### config.mk
export PLATFORM = sky130hd
export DESIGN_NAME = if_fetch_queue
export DESIGN_NICKNAME = d
export VERILOG_FILES = /design/src/rtl/if_fetch_queue_pkg.sv /design/src/rtl/if_queue.sv /design/src/rtl/if_fetch_queue.sv
export SDC_FILE = /design/constraint.sdc
export NUM_CORES = 1
export LEC_CHECK = 0
export CORE_MARGIN = 1
export CORE_UTILIZATION = 35
export CTS_BUF_LIST = sky130_fd_sc_hd__clkbuf_4 sky130_fd_sc_hd__clkbuf_8
export DETAILED_ROUTE_END_ITERATION = 6
export GPL_TIMING_DRIVEN = 0
export SKIP_CTS_REPAIR_TIMING = 1
export SYNTH_ARGS = -nofsm -noshare
export SYNTH_HDL_FRONTEND = slang
export SYNTH_SLANG_ARGS = --single-unit
export TNS_END_PERCENT = 10
### constraint.sdc
create_clock -name clk -period 3.1 [get_ports clk]
set_input_delay 0.775 -clock clk [delete_from_list [all_inputs] [get_ports clk]]
set_output_delay 0.775 -clock clk [all_outputs]
set_load 0.1 [all_outputs]
### src/rtl/if_fetch_queue_pkg.sv
// Shared types and constants for the instruction-fetch front end.
package if_fetch_queue_pkg;

    localparam int unsigned XLEN = 32;
    localparam logic [XLEN-1:0] INST_NOP = 32'h0000_0013;
    localparam logic [XLEN-1:0] RESET_VECTOR = 32'h0000_0000;

    typedef struct packed {
        logic [XLEN-1:0] pc;
        logic [XLEN-1:0] inst;
    } fetch_entry_t;

endpackage

### src/rtl/if_queue.sv
// Synchronous FIFO of fetched {pc, inst} pairs; flush empties it and beats push/pop.
module if_queue
    import if_fetch_queue_pkg::*;
#(
    parameter int unsigned DEPTH = 4
) (
    input  logic                   clk,
    input  logic                   reset,
    input  logic                   push,
    input  fetch_entry_t           push_data,
    input  logic                   pop,
    input  logic                   flush,
    output fetch_entry_t           head,
    output logic                   empty,
    output logic [$clog2(DEPTH):0] count
);

    localparam int unsigned AW = $clog2(DEPTH);

    fetch_entry_t   mem_q [DEPTH];
    logic [AW-1:0]  wr_ptr_q, rd_ptr_q;
    logic [AW:0]    count_q;

    // Storage needs no reset; only entries below count_q are ever observed.
    always_ff @(posedge clk) begin
        if (reset && !flush && push) begin
            mem_q[wr_ptr_q] <= push_data;
        end
    end

    always_ff @(posedge clk) begin
        if (!reset || flush) begin
            wr_ptr_q <= '0;
            rd_ptr_q <= '0;
            count_q  <= '0;
        end else begin
            if (push) wr_ptr_q <= wr_ptr_q + 1'b1;
            if (pop)  rd_ptr_q <= rd_ptr_q + 1'b1;
            case ({push, pop})
                2'b10:   count_q <= count_q + 1'b1;
                2'b01:   count_q <= count_q - 1'b1;
                default: count_q <= count_q;
            endcase
        end
    end

    assign head  = mem_q[rd_ptr_q];
    assign empty = (count_q == '0);
    assign count = count_q;

endmodule

### src/rtl/if_fetch_queue.sv
// Fetch PC owner: issues reads to a 1-cycle instruction memory, queues the
// returned words for decode, and redirects on execute-stage jumps.
module if_fetch_queue
    import if_fetch_queue_pkg::*;
#(
    parameter int unsigned      DEPTH    = 4,
    parameter logic [XLEN-1:0]  RESET_PC = RESET_VECTOR
) (
    input  logic                   clk,
    input  logic                   reset,
    input  logic                   jump_flag,
    input  logic [XLEN-1:0]        jump_target,
    output logic                   imem_req,
    output logic [XLEN-1:0]        imem_addr,
    input  logic [XLEN-1:0]        imem_rdata,
    output logic                   if_valid,
    output logic [XLEN-1:0]        if_inst,
    output logic [XLEN-1:0]        if_pc,
    input  logic                   id_ready,
    output logic [$clog2(DEPTH):0] if_count
);

    localparam int unsigned CW = $clog2(DEPTH) + 1;
    localparam logic [CW:0] DEPTH_W = DEPTH[CW:0];

    logic [XLEN-1:0] fetch_pc_q, req_pc_q;
    logic            pending_q, kill_q;
    logic            push, pop, q_empty;
    logic [CW:0]     inflight;
    fetch_entry_t    head, push_data;
    logic            unused_jump_lsbs;

    assign unused_jump_lsbs = ^jump_target[1:0];

    // Count in-flight responses so every issued request already owns a slot.
    assign inflight  = {1'b0, if_count} + {{CW{1'b0}}, pending_q};
    assign imem_req  = reset & ~jump_flag & (inflight < DEPTH_W);
    assign imem_addr = fetch_pc_q;

    assign push      = pending_q & ~kill_q;
    assign push_data = '{pc: req_pc_q, inst: imem_rdata};
    assign pop       = if_valid & id_ready;

    assign if_valid  = ~q_empty;
    assign if_inst   = q_empty ? INST_NOP : head.inst;
    assign if_pc     = q_empty ? '0 : head.pc;

    always_ff @(posedge clk) begin
        if (!reset) begin
            fetch_pc_q <= RESET_PC;
            req_pc_q   <= '0;
            pending_q  <= 1'b0;
            kill_q     <= 1'b0;
        end else begin
            pending_q <= imem_req;
            kill_q    <= jump_flag & pending_q;
            if (imem_req) req_pc_q <= fetch_pc_q;
            if (jump_flag) begin
                fetch_pc_q <= {jump_target[XLEN-1:2], 2'b00};
            end else if (imem_req) begin
                fetch_pc_q <= fetch_pc_q + 32'd4;
            end
        end
    end

    if_queue #(
        .DEPTH (DEPTH)
    ) u_queue (
        .clk       (clk),
        .reset     (reset),
        .push      (push),
        .push_data (push_data),
        .pop       (pop),
        .flush     (jump_flag),
        .head      (head),
        .empty     (q_empty),
        .count     (if_count)
    );

endmodule
==> run metrics <==
DP Wirelength=20.2 mm; total number of vias=7786; VDD IR max=0.327 mV; Worst-path clk slew=approximately 0.060 ns; Vias/cell=4.99; WP data arrival=2.35 ns; Finished Cell Area=16400 sq um; DRC=13; Distinct cells, synth=55; DIE HEIGHT=193 um; LEAKAGE=5.96 nW; Die Span X=193 um; Mapped Area=roughly 13000 sq um; depth of the worst hold-timing path=1; # Max-Cap Violations=0; Levels on crit path=4; max-slew violation count=0; Psw=0.00238 W; H-tree Lvls=2; status=finished with violations; share of layout cells above drive strength 1=26.4%; Cell Chain, Critical Path=buf_8, mux4_2, or2_2, buf_4; Tcrit/Tclk final=101%; post-route ant nets=0; Critical-path top delay cell=mux4_2; Initial Utilization=between 30% and 40%; Worst path max stage delay=a little over 0.5 ns; IO Pins=approximately 170; Post-synth EDFFs=248; die area=37300 sq um; TNS Setup=-0.0223 ns; DRT met1 WL=13.7 mm; XOR/XNOR Fraction of Synth Area=0.753%; Compound-Gate Fraction of Synth Area=4.22%; post-route minimum period=around 3.1 ns; Root Buffer=clkbuf_8; CTS tree=built; Sw Share=between 20% and 30%; fin nets=1136; num rows=69; clock group share of total power=approximately 40%; worst setup slack after layout=-0.0223 ns; gpl congestion=0.876; Critical Path RT=between 2 and 2.5 ns; crit-path max FO=10; Fmax=about 320 MHz; Clock Tree Buf Depth=3; Clk Latency, worst-skew pair=about 0.6 ns; DRT Pass-1 Iters=7; internal power=0.00700 W; P&R area growth vs syn=27.9%; endpoints failing setup=1; syn_area_per_cell=15.4 sq um; CP bufs+invs=2; # diodes=0; core box area=around 36000 sq um; metal3 WL=2.32 mm; met2 wire len=14.4 mm; worst hold path class=reg -> reg; relative max-transition margin=27.8%; clock sinks=319; unrepaired setup endpoints after global routing=yes; Comb power frac=9.9%; failing checks=DRC, setup timing; CTS Buf Count=54; Worst R2R Path Depth=9; Startpoint Class=register; Crit. End Element=primary output; highest metal layer with signal wires=met4; first-pass GRT wire length=47.2 mm; per-cell routed wire length=roughly 20 um; final wirelength=approximately 31 mm; Post-Synth Adder-Cell Area=0.743%; Mapped Cells=830; Synth Register Bits=319; commonest non-fill, non-tap cell in the layout=edfxtp_1; pwr/cell area=around 570 nW/um^2; Synth Flop Type=edfxtp_1; measured slew at the worst slew-check pin=1.08 ns; Warnings, synthesis=0; Final Skew=about 0.021 ns; PortBufs=162; Final Hold Fails=0; cell family with most CP delay=multiplexers; vias in the first global route=about 7900; post-synthesis mux area share=11.4%; register area share after synthesis=69.3%; Reg power frac=roughly half; asr flop ratio synth=0%; Synth Area in Simple Gates=11.2%; largest net degree at the start of global routing=49; Setup CP Type=reg -> out; initial antenna violation count=0; first-iteration detailed-routing DRC count=around 570; Post-DP Area=15200 sq um; total gr overflow=0; commonest non-fill, non-tap cells in the layout=edfxtp_1 (248), nand2_1 (90), clkdlybuf4s50_1 (73); GR Util All Layers=between 10% and 20%; largest family of logic cells by synthesized area=multiplexers
[path summary, 6_finish.rpt]
check                endpoint  slack [ns]        startpoint
min reg2reg            kill_q        0.50         pending_q
max                if_inst[4]       -0.02          register
min                    kill_q        0.50         pending_q
max reg2reg  u_queue.count[2]        0.84  u_queue.count[2]
[kinds of logic after synthesis]
| group | count (synthesis) |
|---|---|
| other | 1 |
| AO/OA/AOI/OAI | 93 |
| XOR/XNOR | 11 |
| multiplexers | 68 |
| AND/OR/NAND/NOR | 265 |
| buffers and inverters | 66 |
| adder cells (fa/ha/maj) | 7 |
| flip-flops | 319 |
[area by class of cell]
class                      instances  area, sq um
inverter                          14         57.6
fill                            3204        19400
multi-input combinational        448         3700
sequential                       319         8880
clock inverter                    20          159
buffer                            49          318
timing repair buffer             175         1760
tap                              461          577
clock buffer                      74          918
[sequential cells by signal (all words and copies together), names as in the netlist, named ones only]
| signal | flops |
|---|---|
| u_queue.count | 3 |
| pending_q | 1 |
| kill_q | 1 |
| imem_addr | 30 |
| u_queue.mem_q | 248 |
| u_queue.wr_ptr_q | 2 |
| req_pc_q | 30 |
| u_queue.rd_ptr_q | 2 |
[metal layers]
metal	up-vias	GRT usage, %
li1	3629	-
met4	0	4.86
met3	54	3.84
met5	-	0
met1	3837	23.0
met2	266	26.3
[synth_stat cells, types with 3 or more instances]
cell / number / share of area [%]
edfxtp_1: 248 / 58
xnor2_1: 8 / 0.55
and3_1: 11 / 0.54
nand2_1: 90 / 2.6
mux4_2: 62 / 11
dfxtp_1: 71 / 11
a21oi_1: 51 / 2.0
inv_1: 12 / 0.35
nor4_1: 7 / 0.34
buf_2: 11 / 0.43
or2_2: 3 / 0.15
nand4_1: 7 / 0.34
nand3_1: 18 / 0.70
clkbuf_1: 30 / 0.88
a22oi_1: 7 / 0.41
nand2b_1: 9 / 0.44
a31oi_1: 3 / 0.15
and4_1: 6 / 0.41
nor2_1: 17 / 0.50
ha_1: 6 / 0.59
or3_1: 5 / 0.24
xor2_1: 3 / 0.21
buf_4: 8 / 0.47
o22ai_1: 6 / 0.29
nor2b_1: 10 / 0.49
mux2_2: 3 / 0.26
nor3_1: 10 / 0.39
o21ai_0: 11 / 0.43
o21a_1: 3 / 0.18
and2_1: 62 / 3.0
[stage by stage]
stage	std cells	setup WS, ns	power [W]	hold WS (ns)	util [%]
5_1_grt	1560	-0.135	0.00973	0.513	45.8
4_1_cts	1554	-1.60	0.00950	0.500	45.4
2_1_floorplan	833	-0.228	0.00541	0.460	-
3_5_place_dp	1460	-1.48	0.00574	0.488	42.4
6_report	1560	-0.0223	0.00938	0.497	45.8
3_3_place_gp	1456	-2.39	0.00573	0.480	42.0
[power by group through the flow]
| stage | combinational [W] | sequential [W] | clock, W |
|---|---|---|---|
| after floorplan | 0.000437 | 0.00497 | 0 |
| after global placement | 0.000919 | 0.00481 | 0 |
| after detailed placement | 0.000927 | 0.00481 | 0 |
| after CTS | 0.000930 | 0.00472 | 0.00385 |
| after global routing | 0.000970 | 0.00473 | 0.00403 |
| final | 0.000926 | 0.00472 | 0.00373 |
Note: power is estimated with default switching activity, not from simulation.
